--- src/rtl/regfile_rd16_pkg.sv ---
// Shared sizing and types for the 16-entry register file, its scoreboard and
// the writeback demultiplexer.
package regfile_rd16_pkg;

    localparam int unsigned DW   = 16;
    localparam int unsigned NREG = 16;
    localparam int unsigned IW   = 4;

    typedef logic [IW-1:0] reg_idx_t;
    typedef logic [DW-1:0] data_t;

endpackage

--- src/rtl/regfile_scoreboard.sv ---
// Pending-write scoreboard: one bit per register, set by claiming requests,
// cleared by writeback, with the set winning when both hit the same bit.
module regfile_scoreboard
    import regfile_rd16_pkg::*;
#(
    parameter int unsigned NREG = regfile_rd16_pkg::NREG
) (
    input  logic     clk,
    input  logic     rst_n,
    input  logic     set_en,
    input  reg_idx_t set_idx,
    input  logic     clr_en,
    input  reg_idx_t clr_idx,
    input  reg_idx_t rs1,
    input  reg_idx_t rs2,
    output logic     hazard
);

    logic [NREG-1:0] pending;
    logic [NREG-1:0] pending_next;
    logic            busy1;
    logic            busy2;

    always_comb begin
        pending_next = pending;
        if (clr_en) pending_next[clr_idx] = 1'b0;
        if (set_en) pending_next[set_idx] = 1'b1;
    end

    always_ff @(posedge clk or negedge rst_n) begin
        if (!rst_n) pending <= '0;
        else        pending <= pending_next;
    end

    // A bit retired by this cycle's writeback is already resolved through the bypass.
    always_comb begin
        busy1  = pending[rs1] && !(clr_en && (clr_idx == rs1));
        busy2  = pending[rs2] && !(clr_en && (clr_idx == rs2));
        hazard = busy1 || busy2;
    end

endmodule

--- src/rtl/regfile_rd16.sv ---
// Two-read, one-write register file with writeback bypass, pending-write
// interlock and a single registered operand stage with valid/ready handshake.
module regfile_rd16
    import regfile_rd16_pkg::*;
#(
    parameter int unsigned DW   = regfile_rd16_pkg::DW,
    parameter int unsigned NREG = regfile_rd16_pkg::NREG
) (
    input  logic          clk,
    input  logic          rst_n,
    input  logic          wb_en,
    input  logic [3:0]    rd,
    input  logic [DW-1:0] rd_v,
    input  logic          iss_valid,
    output logic          iss_ready,
    input  logic [3:0]    rs1,
    input  logic [3:0]    rs2,
    input  logic          alloc_en,
    input  logic [3:0]    alloc_rd,
    output logic          op_valid,
    input  logic          op_ready,
    output logic [DW-1:0] rs1_v,
    output logic [DW-1:0] rs2_v
);

    logic [DW-1:0] regs [NREG];
    logic          hazard;
    logic          accept;
    logic [DW-1:0] rd1;
    logic [DW-1:0] rd2;

    regfile_scoreboard #(
        .NREG (NREG)
    ) u_scoreboard (
        .clk     (clk),
        .rst_n   (rst_n),
        .set_en  (accept && alloc_en),
        .set_idx (alloc_rd),
        .clr_en  (wb_en),
        .clr_idx (rd),
        .rs1     (rs1),
        .rs2     (rs2),
        .hazard  (hazard)
    );

    always_comb begin
        iss_ready = !hazard && (!op_valid || op_ready);
        accept    = iss_valid && iss_ready;
        rd1       = (wb_en && (rd == rs1)) ? rd_v : regs[rs1];
        rd2       = (wb_en && (rd == rs2)) ? rd_v : regs[rs2];
    end

    always_ff @(posedge clk or negedge rst_n) begin
        if (!rst_n) begin
            for (int unsigned i = 0; i < NREG; i++) regs[i] <= '0;
        end else if (wb_en) begin
            regs[rd] <= rd_v;
        end
    end

    always_ff @(posedge clk or negedge rst_n) begin
        if (!rst_n) begin
            op_valid <= 1'b0;
            rs1_v    <= '0;
            rs2_v    <= '0;
        end else if (accept) begin
            op_valid <= 1'b1;
            rs1_v    <= rd1;
            rs2_v    <= rd2;
        end else if (op_ready) begin
            op_valid <= 1'b0;
        end
    end

endmodule

--- config.mk ---
export PLATFORM = sky130hd
export DESIGN_NAME = regfile_rd16
export DESIGN_NICKNAME = d
export VERILOG_FILES = /design/src/rtl/regfile_rd16_pkg.sv /design/src/rtl/regfile_scoreboard.sv /design/src/rtl/regfile_rd16.sv
export SDC_FILE = /design/constraint.sdc
export NUM_CORES = 1
export LEC_CHECK = 0
export ABC_AREA = 1
export CAP_MARGIN = 20
export CORE_MARGIN = 2
export CORE_UTILIZATION = 45
export CTS_BUF_LIST = sky130_fd_sc_hd__clkbuf_16
export CTS_CLUSTER_DIAMETER = 40
export DETAILED_ROUTE_END_ITERATION = 8
export PLACE_DENSITY = 0.62
export SYNTH_ARGS = -nofsm -noshare
export SYNTH_HDL_FRONTEND = slang
export SYNTH_SLANG_ARGS = --single-unit
export TNS_END_PERCENT = 30
--- constraint.sdc ---
create_clock -name clk -period 2.03 [get_ports clk]
set_input_delay 0.3045 -clock clk [delete_from_list [all_inputs] [get_ports clk]]
set_output_delay 0.3045 -clock clk [all_outputs]
set_load 0.1 [all_outputs]
Word-level counts from Yosys, hierarchy flattened
Index checks and enable logic that the tools add are counted.

Magnitude comparators: 10. Eq/ne operators: 2. Muxes and demuxes: 23. Bitwise logic cells: 6. Reductions and logical operators: 17.

Operators by type and width (number): $bwmux W256 (1); $mux W16 (9); $bmux W16 S4 (2); $demux W16 S4 (1); $lt A4 B5 Y1 const B (4); $and A16 B16 Y16 (1); $not A16 Y16 (1); $or A16 B16 Y16 (1); $ge A5 B5 Y1 const B (3); $not A4 Y5 (3); $logic_and A1 B1 Y1 (10); $bmux W1 S4 (2); $demux W1 S4 (2); $eq A4 B4 Y1 (2); $ge A4 B1 Y1 const B (2); $mux W1 (6); $lt A5 B1 Y1 const B (1); $logic_not A1 Y1 (4); $logic_or A1 B1 Y1 (2); $reduce_bool A2 Y1 (1).

Register bits after elaboration: 305. Bits of input ports: 38. Output and inout port bits: 34. Logic and storage cells: 78.

Longest topological paths before layout
Gate-level depths: netlist of the first run.

Depth after elaboration: 10. Gate-level depth with buffers: 15. Depth with buffers taken out: 12.

Modules after synthesis
Synthesis of the first run repeated with hierarchy kept, for this count alone.

Cell total of the unflattened synthesis: 2656. Area total of the unflattened synthesis: 17729.5 um^2.

By module, submodules not included: regfile_rd16 (times used 1, cells an instance 2491, area an instance 16599.7 um^2, sequential area each 7231.9 um^2); regfile_scoreboard (times used 1, cells an instance 165, area an instance 1129.8 um^2, sequential area each 400.4 um^2).

Least setup slack after synthesis of the first run
Ideal clock, no wire load.

Path type: input to output. Start point: in rs1[3]. End point: out iss_ready. Arrival: 1630 ps. Required time: 1725 ps. Path slack: 95 ps. Stages: 8. Buffers on the path: 2. Cell sequence: buf_2 > o22ai_1 > a21oi_2 > nand3_4 > nand2_1 > nand2_2 > nor2_8 > buf_4.

Longest elaborated chain between the ends: 7.

Ends and longest elaborated chain: start, declared (RTL line regfile_rd16.sv:16) `input logic [3:0] rs1,`; parallel branches: the longest is 3 deep, another holds $bmux W1 S4; $logic_and A1 B1 Y1 * (RTL line regfile_scoreboard.sv:37) `busy1 = pending[rs1] && !(clr_en && (clr_idx == rs1));`; $logic_or A1 B1 Y1 * (RTL line regfile_scoreboard.sv:39) `hazard = busy1 || busy2;`; $logic_not A1 Y1 * (RTL line regfile_rd16.sv:47) `iss_ready = !hazard && (!op_valid || op_ready);`; $logic_and A1 B1 Y1 * (RTL line regfile_rd16.sv:47); end, declared (RTL line regfile_rd16.sv:15) `output logic iss_ready,`.

Mark *: on every way between the ends. The select of a mux whose other input is x is not followed.

Worst setup path after layout of the first run
Start point: reg u_scoreboard.pending[5]. End point: out iss_ready.

Longest elaborated chain between the ends: 6.

Ends and longest elaborated chain: start, declared (RTL line regfile_scoreboard.sv:19) `logic [NREG-1:0] pending;`; start signal, assigned (RTL line regfile_scoreboard.sv:32) `else pending <= pending_next;`; $bmux W1 S4, on equally long branches (RTL line regfile_scoreboard.sv:37, regfile_scoreboard.sv:38); $mux W1, on equally long branches (RTL line regfile_scoreboard.sv:37, regfile_scoreboard.sv:38); $logic_and A1 B1 Y1, on equally long branches (RTL line regfile_scoreboard.sv:37, regfile_scoreboard.sv:38); $logic_or A1 B1 Y1 * (RTL line regfile_scoreboard.sv:39); $logic_not A1 Y1 * (RTL line regfile_rd16.sv:47); $logic_and A1 B1 Y1 * (RTL line regfile_rd16.sv:47).

Every way passes the cells marked *; elsewhere a longest branch is shown, timed or not. The select of a mux whose other input is x is not followed.

==> results_tabular.tex, run 1 <==
\begin{tabular}{lr}
\hline
Metric & Value \\
\hline
\multicolumn{2}{l}{\textbf{Outcome}} \\
Result of the run & finished with violations \\
Violated checks & setup timing \\
\multicolumn{2}{l}{\textbf{Floorplan}} \\
Width of the die & 197 µm \\
Initial cell density of the core & 45.6\% \\
Count of standard-cell rows & 70 \\
Number of placed I/O pins & 72 \\
Core region area & 0.0366 mm² \\
Die height & just under 200 µm \\
Die footprint & slightly below 0.04 mm² \\
\multicolumn{2}{l}{\textbf{Critical path}} \\
Critical Path End Type & output port \\
Startpoint kind of the worst setup timing path & register \\
Most frequent cell on the critical path & sky130\_fd\_sc\_hd\_\_nand2\_1 \\
Slowest cell on the critical path & sky130\_fd\_sc\_hd\_\_dfrtp\_1 \\
Max Fanout on Critical Path & 2 \\
Cells along the critical path & inv\_2 > nand2\_1 > nand3\_1 > nand3\_1 > nand2\_1 > nand2\_1 > nand2\_2 > nor2\_4 > nor2\_8 > buf\_12 \\
Peak per-stage delay on the critical path & 0.42 ns \\
Kind of critical path & register to output port \\
Required time worst endpoint & 1.73 ns \\
Crit path arrival time & 1.92 ns \\
\multicolumn{2}{l}{\textbf{CTS}} \\
Clock tree from TritonCTS & yes \\
Clock latency on the worst-skew pair & 0.60 ns \\
Register clock-pin slew on the reported worst setup and hold paths & 0.05 ns \\
Clock buffers created by TritonCTS & 51 \\
Number of clock sinks & 305 \\
Number of H-tree levels & 2 \\
Clock tree buffer depth & 3 \\
Clock Tree Root & sky130\_fd\_sc\_hd\_\_clkbuf\_16 \\
\multicolumn{2}{l}{\textbf{Finish}} \\
Commonest non-fill, non-tap cell in the layout & sky130\_fd\_sc\_hd\_\_nand2\_1 \\
Layout cells sized above 1 & 13.6\% \\
Area growth, synth to finish & 23.5\% \\
Non-filler cells in the finished layout & 2844 \\
Final std cell area, no fill & between 0.02 and 0.025 mm² \\
Commonest cells after routing, fill and taps aside & sky130\_fd\_sc\_hd\_\_nand2\_1 (565), sky130\_fd\_sc\_hd\_\_o21ai\_0 (396), sky130\_fd\_sc\_hd\_\_dfrtp\_1 (305) \\
Layout Nets & about 2400 \\
\multicolumn{2}{l}{\textbf{Timing}} \\
Crit share post-route & 110\% \\
Final Hold Fails & 0 \\
RSZ-0062 raised after global routing & true \\
Clock tree skew after final layout & 0.0280 ns \\
Setup WS post-layout & -0.195 ns \\
Final slew viol count & 0 \\
Transition time of the tightest slew-check pin & approximately 0.55 ns \\
Max frequency & between 0.4 and 0.5 GHz \\
Number of endpoints failing setup at the final stage & 1 \\
Post-layout minimum cycle time & 2.22 ns \\
Remaining max-slew budget at the tightest pin & 63.0\% \\
\multicolumn{2}{l}{\textbf{Synthesis}} \\
Area of the mapped netlist & 0.0167 mm² \\
Largest area contributor in the synthesized netlist & sky130\_fd\_sc\_hd\_\_dfrtp\_1 \\
Dominant register cell in the synthesized netlist & sky130\_fd\_sc\_hd\_\_dfrtp\_1 \\
EDFF count, synth & 0 \\
Syn\_nets & between 2000 and 2500 \\
\#FFs+latches synth & 305 \\
Instance count of the mapped netlist & around 2200 \\
Yosys synthesis warning count & 0 \\
Share of synthesized flip-flops with an asynchronous set or reset & 100\% \\
Area share of the largest cell type after synthesis & between 40\% and 50\% \\
Average cell area after synthesis & 7.43 µm² \\
Largest cells by area after synthesis & sky130\_fd\_sc\_hd\_\_dfrtp\_1 (46\%), sky130\_fd\_sc\_hd\_\_nand2\_1 (13\%), sky130\_fd\_sc\_hd\_\_o21ai\_0 (12\%), sky130\_fd\_sc\_hd\_\_nand3\_1 (7.4\%), sky130\_fd\_sc\_hd\_\_o211ai\_1 (5.9\%) \\
Library cells used by synthesis & 30 \\
Part of the Yosys area used for sequential elements & 45.7\% \\
\multicolumn{2}{l}{\textbf{Global route}} \\
Congestion Overflow GR & 0 \\
Global-route wire length before repair & between 90 and 100 mm \\
Pin count of the biggest net entering global routing & 71 \\
Overall Global Routing Usage & 33.3\% \\
Initial antenna violation count & 0 \\
Number of global-route vias before repair & 16361 \\
\multicolumn{2}{l}{\textbf{Pwr}} \\
Pwr/cell area & 1110 mW/mm² \\
Peak supply drop & 0.652 mV \\
Static power due to leakage & 9.72 nW \\
Overall power of the completed layout & $\sim$23 mW \\
\multicolumn{2}{l}{\textbf{Drt}} \\
Wire length reported by the detailed router & 63.0 mm \\
Initial DRC count & 1715 \\
Antenna viol nets, final & 0 \\
Average wire per cell in the routed design & roughly 22 µm \\
Number of vias per cell after detailed routing & just under 6 \\
Via count & between 15000 and 20000 \\
DRT Pass-1 Iters & 6 \\
Number of remaining DRC errors & 0 \\
\multicolumn{2}{l}{\textbf{Placed design}} \\
Placer's final routability congestion estimate & 0.992 \\
Placed Instances & 2741 \\
Post-DP HPWL & 41.6 mm \\
Count of input and output buffers & 71 \\
Standard cell area after detailed placement & 0.0188 mm² \\
\multicolumn{2}{l}{\textbf{Min path}} \\
Min-delay worst type & input port to register \\
\multicolumn{2}{l}{\textbf{Job}} \\
Number of violations of the max-capacitance limit & 0 \\
\hline
\end{tabular}
## power by group
| part | switching [mW] | leakage (nW) | internal, mW |
|---|---|---|---|
| Combinational | 4.11 | 4.99 | 1.78 |
| Sequential | 0.890 | 3.88 | 7.39 |
| Clock | 3.35 | 0.856 | 5.47 |
| Total | 8.35 | 9.72 | 14.6 |
## layer usage
metal / track usage (%) / part of all wire, %
met1: 45.1 / 42
met2: 51.7 / 45
met3: 6.43 / 8.4
met4: 16.0 / 4.7
met5: 0 / 0
## area by class of cell
class | instances | area, µm²
fill | 3482 | 16000
sequential | 305 | 7630
multi-input combinational | 1569 | 7600
timing repair buffer | 228 | 2380
clock buffer | 53 | 1330
inverter | 179 | 678
tap | 468 | 586
clock inverter | 41 | 422
antenna | 1 | 2.50
## path summary, 6_finish.rpt
path / from / slack, ns / to / depth (start not counted)
setup / recovery: u_scoreboard.pending[5] / -0.19 / iss_ready / 10
hold reg to reg: regs[8] / 0.48 / regs[8] / 2
hold / removal: iss_valid / 0.20 / rs1_v[12] / 3
setup reg to reg: u_scoreboard.pending[5] / 0.11 / rs1_v[9] / 15
min in group asynchronous: rst_n / 0.29 / regs[239] / 2
max in group asynchronous: rst_n / 1.02 / regs[235] / 3
## through the flow
stage                     util, %  hold WS, ns  setup TNS [ns]  setup WS [ns]
final                        56.4        0.196          -0.195         -0.195
after global routing         56.3        0.210          -0.255         -0.255
after CTS                    56.2        0.170          -0.219         -0.219
after detailed placement     51.3        0.314          -21.74         -0.204
after global placement       51.3        0.311          -20.41         -0.180
after floorplan                 -      0.00891               0         0.0952
## sequential cells by signal, indices dropped and copies added (netlist names)
register,cells
rs1_v,16
rs2_v,16
op_valid,1
u_scoreboard.pending,16
regs,256
## repair_timing
action | 4_1_cts | 5_1_grt
setup buffers | 3 | 4
pin swaps | 8 | 8
hold buffers | 1 | 0
setup endpoints to repair | 1 | 1
gates resized for setup | 15 | 8
endpoints found under the hold margin | 51 | 0
gates cloned | 0 | 0
## worst max-delay path, delay by kind of cell, from the launching register on
family,cells,cell delay (ns)
AND/OR/NAND/NOR,8,0.65
flip-flops,1,0.42
buffers and inverters,2,0.25
## synth_stat cells (2+ instances only)
cell                       count
sky130_fd_sc_hd__a21oi_1     130
sky130_fd_sc_hd__o22ai_1       3
sky130_fd_sc_hd__o21ai_0     396
sky130_fd_sc_hd__dfrtp_1     305
sky130_fd_sc_hd__o21ai_1       3
sky130_fd_sc_hd__nor2_1       29
sky130_fd_sc_hd__buf_4         2
sky130_fd_sc_hd__nand2_2       2
sky130_fd_sc_hd__nand3_1     248
sky130_fd_sc_hd__buf_6         5
sky130_fd_sc_hd__nand4_1      45
sky130_fd_sc_hd__inv_1       171
sky130_fd_sc_hd__buf_2        44
sky130_fd_sc_hd__clkinv_1      2
sky130_fd_sc_hd__nor3_1        3
sky130_fd_sc_hd__inv_2         4
sky130_fd_sc_hd__buf_1        24
sky130_fd_sc_hd__clkbuf_1    118
sky130_fd_sc_hd__o211ai_1    132
sky130_fd_sc_hd__nand2_1     571
## logic make-up (layout without fill, tap and decap cells)
group                  after synthesis  count (layout)  share of synthesized area (%)
AND/OR/NAND/NOR                    903             903                           23.2
other                                0               1                              0
AO/OA/AOI/OAI                      665             665                           21.9
buffers and inverters              373             501                           9.09
flip-flops                         305             305                           45.7
XOR/XNOR                             1               1                         0.0974
Power figures use the tool's default switching activity.
==> run 2, diff against run 1 <==
- clock period: 2.03 -> 2.85 ns (I/O delays scaled with it)
==> run 2 against run 1 <==
Net effect: the flow now finishes without violations; cell area fell by 4.0%; sequential power shrank 29%; via count decreased by 2.6%; count of clock-buffer cells in the layout grew 2; final cell count decreased by 2.4%; critical path depth decreased by 1; sequential cell count did not move; die area did not move; power down 28%; non-clock buffer count fell by 70; register-to-register slack improved by 0.92 ns.
==> results_tabular.tex, run 2 (synthesis results as in run 1) <==
\begin{tabular}{lr}
\hline
Metric & Value \\
\hline
\multicolumn{2}{l}{\textbf{Outcome}} \\
Result of the run & finished, final reports clean \\
\multicolumn{2}{l}{\textbf{Critical path}} \\
Slowest cell on the critical path & sky130\_fd\_sc\_hd\_\_clkdlybuf4s50\_1 \\
Startpoint kind of the worst setup timing path & input port \\
R2r worst-path depth & 12 \\
Launching element of the worst setup path & rs2[2] \\
Crit path arrival time & 2.25 ns \\
Peak per-stage delay on the critical path & $\sim$0.73 ns \\
Most frequent cell on the critical path & sky130\_fd\_sc\_hd\_\_nand2\_1 \\
Startpoint of the worst register-to-register path & u\_scoreboard.pending[7] \\
Max Fanout on Critical Path & 6 \\
Required time worst endpoint & around 2.4 ns \\
Cells along the critical path & clkdlybuf4s50\_1 > clkinv\_1 > nand2\_1 > a21oi\_1 > nand3b\_1 > nand2\_1 > nor2\_1 > nor2\_8 > buf\_12 \\
Crit path depth & 9 \\
CP delay by family, top & buffers and inverters \\
Critical Path End Type & output port \\
Count of buffering cells on the critical path with inverters included & 3 \\
Kind of critical path & input port to output port \\
\multicolumn{2}{l}{\textbf{Drt}} \\
Wire length reported by the detailed router & 60.7 mm \\
DRT Pass-1 Iters & 7 \\
Number of vias per cell after detailed routing & 5.91 \\
Initial DRC count & 1614 \\
Via count & between 15000 and 20000 \\
Average wire per cell in the routed design & 21.9 µm \\
Antenna viol nets, final & 0 \\
Number of remaining DRC errors & 0 \\
\multicolumn{2}{l}{\textbf{CTS}} \\
Register clock-pin slew on the reported worst setup and hold paths & approximately 0.05 ns \\
Number of clock sinks & 305 \\
Clock Tree Root & sky130\_fd\_sc\_hd\_\_clkbuf\_16 \\
Clock latency on the worst-skew pair & about 0.6 ns \\
Total of cells resized after clock tree synthesis & 0 \\
Clock tree buffer depth & 3 \\
Number of H-tree levels & 2 \\
Clock tree from TritonCTS & yes \\
Clock buffers created by TritonCTS & 53 \\
\multicolumn{2}{l}{\textbf{Min path}} \\
Min-delay worst type & input port to register \\
Hold wc startpoint & iss\_valid \\
Worst hold path cell count & 3 \\
\multicolumn{2}{l}{\textbf{Timing}} \\
Final slew viol count & 0 \\
Max frequency & 0.373 GHz \\
Remaining max-slew budget at the tightest pin & 52.3\% \\
Final-layout setup total negative slack & 0 ns \\
Crit share post-route & between 90\% and 100\% \\
RSZ-0062 raised after global routing & false \\
Transition time of the tightest slew-check pin & 0.715 ns \\
Post-layout minimum cycle time & 2.68 ns \\
Number of endpoints failing setup at the final stage & 0 \\
Final Hold Fails & 0 \\
Clock tree skew after final layout & 0.0144 ns \\
\multicolumn{2}{l}{\textbf{Finish}} \\
Number of flip-flops under the largest register name & 256 \\
Area growth, synth to finish & 18.6\% \\
Commonest cells after routing, fill and taps aside & sky130\_fd\_sc\_hd\_\_nand2\_1 (571), sky130\_fd\_sc\_hd\_\_o21ai\_0 (396), sky130\_fd\_sc\_hd\_\_dfrtp\_1 (305) \\
Final std cell area, no fill & 0.0198 mm² \\
Combined area of the multi-input logic cells & 0.00755 mm² \\
Commonest non-fill, non-tap cell in the layout & sky130\_fd\_sc\_hd\_\_nand2\_1 \\
Count of inserted antenna diode cells & 0 \\
Layout Nets & between 2000 and 2500 \\
Layout cells sized above 1 & under 10\% \\
Top register by number of flip-flops & regs \\
Total area of sequential cells & between 0.007 and 0.008 mm² \\
Number of fill cells in the layout & 3527 \\
\multicolumn{2}{l}{\textbf{Floorplan}} \\
Width of the die & 197 µm \\
Die height & 197 µm \\
Count of standard-cell rows & 70 \\
Initial cell density of the core & 45.6\% \\
Core region area & 0.0366 mm² \\
Die footprint & 0.0387 mm² \\
Number of placed I/O pins & about 70 \\
\multicolumn{2}{l}{\textbf{Global route}} \\
Pin count of the biggest net entering global routing & 85 \\
Congestion Overflow GR & 0 \\
Number of global-route vias before repair & between 15000 and 20000 \\
Initial antenna violation count & 0 \\
Global-route wire length before repair & 93.0 mm \\
Overall Global Routing Usage & 31.7\% \\
\multicolumn{2}{l}{\textbf{Pwr}} \\
Pwr/cell area & 838 mW/mm² \\
Peak supply drop & 0.491 mV \\
Static power due to leakage & 9.28 nW \\
\multicolumn{2}{l}{\textbf{Placed design}} \\
Count of input and output buffers & 71 \\
Post-DP HPWL & 39.1 mm \\
Standard cell area after detailed placement & 0.0179 mm² \\
Placer's final routability congestion estimate & approximately 0.97 \\
\multicolumn{2}{l}{\textbf{Job}} \\
Number of violations of the max-capacitance limit & 0 \\
\hline
\end{tabular}
## run 2: cell count changes in the layout (fill, tap and decap cells not counted), sizes merged
cell / delta
bufinv: +5
clkinv: +5
inv: -8
diode: -1
buf: -70
clkbuf: +2
## run 2: repair_timing
action	4_1_cts	5_1_grt
hold buffers	1	0
endpoints found under the hold margin	70	0
buffers inserted	0	0
## run 2: layer usage
metal	global-route usage, %	wire length, µm	vias to the layer above
li1	-	-	7660
met1	42.7	25900	7890
met2	49.6	27400	718
met3	4.33	3950	153
met4	17.4	3390	0
met5	0	0	-
## run 2: path summary, 6_finish.rpt
kind | to | slack (ns)
worst max-delay path | iss_ready | 0.17
worst min-delay path | rs1_v[11] | 0.40
worst max register to register | u_scoreboard.pending[5] | 1.03
worst min register to register | rs1_v[12] | 0.47
max in group asynchronous | regs[93] | 1.55
min in group asynchronous | regs[152] | 0.44
## run 2: final cells by class
class	instances	area share, %
Multi-Input combinational cell	1569	38.1
Tap cell	468	2.96
Clock inverter	43	2.51
Timing Repair Buffer	158	7.48
Inverter	179	3.42
Clock buffer	55	6.95
Sequential cell	305	38.5
## run 2: stage by stage
| step | cells | total power, mW | hold WS, ns | utilization, % | setup WS (ns) |
|---|---|---|---|---|---|
| after floorplan | 2247 | 8.65 | 0.132 | - | 0.669 |
| after global placement | 2678 | 9.80 | 0.463 | 49.0 | 0.217 |
| after detailed placement | 2678 | 9.89 | 0.467 | 49.0 | 0.190 |
| after CTS | 2777 | 16.6 | 0.362 | 54.1 | 0.180 |
| after global routing | 2777 | 17.4 | 0.419 | 54.1 | 0.0914 |
| final | 2777 | 16.6 | 0.403 | 54.1 | 0.172 |
## run 2: where the power goes
part	switching, mW	internal (mW)
Clock	2.30	4.40
Sequential	0.608	5.27
Combinational	2.87	1.14
Total	5.78	10.8
## run 2: tightest hold or removal path: cells and delay by family
family,cells,cell delay [ns]
and+or+nand+nor,2,0.22
buffers and inverters,1,0.30
==> run 3, diff against run 2 <==
- CORE_ASPECT_RATIO: default -> 0.7
- HOLD_SLACK_MARGIN: default -> 0.02
==> run 3 against run 2 <==
Net effect: power shrank 11%; count of clock-buffer cells in the layout shrank 12; first-iteration DRC count grew 17%; wire length shrank 3.1%; critical path type unchanged; largest power group is now registers.
==> results_tabular.tex, run 3 (synthesis results as in run 1) <==
\begin{tabular}{lr}
\hline
Metric & Value \\
\hline
\multicolumn{2}{l}{\textbf{Placed design}} \\
Placer's final routability congestion estimate & 0.903 \\
Count of input and output buffers & 71 \\
Worst slack at placement & about 0.08 ns \\
Post-DP HPWL & about 37 mm \\
\multicolumn{2}{l}{\textbf{Min path}} \\
Terminating pin of the worst hold path & u\_scoreboard.pending[3] \\
Min-delay worst type & input port to register \\
Hold wc startpoint & iss\_valid \\
Worst hold path cell count & 3 \\
\multicolumn{2}{l}{\textbf{CTS}} \\
Clock tree from TritonCTS & yes \\
Clock latency on the worst-skew pair & approximately 0.55 ns \\
Total of cells resized after clock tree synthesis & 0 \\
Clock buffers created by TritonCTS & 41 \\
Clock tree buffer depth & 3 \\
Register clock-pin slew on the reported worst setup and hold paths & 0.06 ns \\
Number of clock sinks & 305 \\
Clock Tree Root & sky130\_fd\_sc\_hd\_\_clkbuf\_16 \\
Number of H-tree levels & 2 \\
\multicolumn{2}{l}{\textbf{Global route}} \\
Initial antenna violation count & 0 \\
Global-route wire length before repair & $\sim$90 mm \\
Number of global-route vias before repair & between 10000 and 15000 \\
Congestion Overflow GR & 0 \\
Overall Global Routing Usage & a little under a third \\
Pin count of the biggest net entering global routing & 120 \\
\multicolumn{2}{l}{\textbf{Floorplan}} \\
Initial cell density of the core & 46.1\% \\
Core region area & 0.0362 mm² \\
Die footprint & 0.0387 mm² \\
Count of standard-cell rows & 58 \\
Number of placed I/O pins & 72 \\
Die height & 165 µm \\
Width of the die & $\sim$230 µm \\
\multicolumn{2}{l}{\textbf{Timing}} \\
Crit share post-route & 86.1\% \\
Final Hold Fails & 0 \\
Final-layout setup total negative slack & 0 ns \\
Number of endpoints failing setup at the final stage & 0 \\
Setup WS post-layout & 0.395 ns \\
Post-layout minimum cycle time & $\sim$2.5 ns \\
Remaining max-slew budget at the tightest pin & 44.7\% \\
Clock tree skew after final layout & 0.0160 ns \\
Transition time of the tightest slew-check pin & 0.821 ns \\
RSZ-0062 raised after global routing & false \\
Max frequency & 0.407 GHz \\
Final slew viol count & 0 \\
\multicolumn{2}{l}{\textbf{Critical path}} \\
Peak per-stage delay on the critical path & 0.70 ns \\
Startpoint of the worst register-to-register path & u\_scoreboard.pending[15] \\
Cells along the critical path & clkdlybuf4s50\_1 > clkinv\_1 > nand3\_1 > nand3\_1 > nand2\_1 > nand2\_1 > nand2\_2 > nor2\_8 > buf\_12 \\
R2R Path End & rs1\_v[12] \\
Required time worst endpoint & 2.42 ns \\
Critical Path End Type & output port \\
CP delay by family, top & buffers and inverters \\
Crit path arrival time & between 2 and 2.5 ns \\
Max Fanout on Critical Path & 6 \\
Count of buffering cells on the critical path with inverters included & 3 \\
Startpoint kind of the worst setup timing path & input port \\
Slowest cell on the critical path & sky130\_fd\_sc\_hd\_\_clkdlybuf4s50\_1 \\
Launching element of the worst setup path & rs1[2] \\
R2r worst-path depth & 12 \\
Kind of critical path & input port to output port \\
Slack of the worst reg-to-reg path & between 0.9 and 1 ns \\
\multicolumn{2}{l}{\textbf{Finish}} \\
Commonest cells after routing, fill and taps aside & sky130\_fd\_sc\_hd\_\_nand2\_1 (571), sky130\_fd\_sc\_hd\_\_o21ai\_0 (396), sky130\_fd\_sc\_hd\_\_dfrtp\_1 (305) \\
Top register by number of flip-flops & regs \\
Count of inserted antenna diode cells & 0 \\
Number of flip-flops under the largest register name & approximately 260 \\
Commonest non-fill, non-tap cell in the layout & sky130\_fd\_sc\_hd\_\_nand2\_1 \\
Layout Nets & 2289 \\
Layout cells sized above 1 & 9.03\% \\
Area growth, synth to finish & 14.9\% \\
Final Core Density & 53.0\% \\
\multicolumn{2}{l}{\textbf{Pwr}} \\
Share of power burned in combinational logic & 26.8\% \\
Overall power of the completed layout & 14.8 mW \\
Net switching power of the design & between 5 and 6 mW \\
Static power due to leakage & around 9.0 nW \\
Clock power frac & 33.5\% \\
Pwr/cell area & $\sim$770 mW/mm² \\
Internal power contribution & 9.24 mW \\
Share of total power consumed by net switching & 37.4\% \\
Peak supply drop & 0.751 mV \\
Part of the power in registers & 39.7\% \\
\multicolumn{2}{l}{\textbf{Drt}} \\
Initial DRC count & 1894 \\
DRT Pass-1 Iters & 5 \\
Average wire per cell in the routed design & 21.3 µm \\
Wire length reported by the detailed router & 58.8 mm \\
Via count & 16352 \\
Number of vias per cell after detailed routing & 5.92 \\
Antenna viol nets, final & 0 \\
Number of remaining DRC errors & 0 \\
\multicolumn{2}{l}{\textbf{Job}} \\
Number of violations of the max-capacitance limit & 0 \\
\multicolumn{2}{l}{\textbf{Outcome}} \\
Result of the run & finished, final reports clean \\
\hline
\end{tabular}
[run 3: cell types whose count changed in the layout (fill, tap and decap cells not counted), sizes merged]
cell      change
inv           +2
buf           -3
clkinv        -6
clkinvlp      +1
bufinv        -9
clkbuf       -12
[run 3: worst max-delay path by stage]
stage                 to  cells after the start
2_1_floorplan  iss_ready                      8
3_3_place_gp    rs1_v[9]                      9
3_5_place_dp    rs1_v[9]                      8
4_1_cts        iss_ready                      9
5_1_grt        iss_ready                      9
6_report       iss_ready                      9
[run 3: through the flow]
step / hold slack (ns) / area [µm²] / instances
4_1_cts: 0.336 / 19200 / 2762
6_report: 0.371 / 19200 / 2762
3_3_place_gp: 0.461 / 17900 / 2687
3_5_place_dp: 0.462 / 17900 / 2687
2_1_floorplan: 0.132 / 16700 / 2247
5_1_grt: 0.381 / 19200 / 2762
[run 3: cell type report]
cell class / count / area [µm²]
fill: 3525 / 17000
sequential: 305 / 7630
multi-input combinational: 1569 / 7550
timing repair buffer: 155 / 1420
clock buffer: 43 / 1080
inverter: 179 / 678
tap: 480 / 601
clock inverter: 31 / 221
[run 3: repair_timing]
action / CTS / global route
buffers inserted: 0 / 0
endpoints found under the hold margin: 72 / 0
hold buffers: 1 / 0
endpoints found under the setup margin: 0 / 0
[run 3: power by group through the flow]
stage	Sequential [mW]	Clock, mW	Combinational, mW
floorplan	6.79	0	1.86
global placement	5.87	0	3.87
detailed placement	5.89	0	3.95
CTS	5.84	5.01	3.95
global route	5.96	5.21	4.36
finish	5.86	4.95	3.96
[run 3: metal layers]
layer  vias up  track usage [%]  wire length [µm]
li1       7607                -                 -
met1      7860             45.2             26300
met2       769             45.6             25600
met3       116             4.89              5050
met4         0             10.7              1840
met5         -                0                 0
[run 3: tightest hold or removal path: stages]
cell	delay [ns]
sky130_fd_sc_hd__buf_2	0.24
sky130_fd_sc_hd__nand4_1	0.15
sky130_fd_sc_hd__nand2_1	0.05
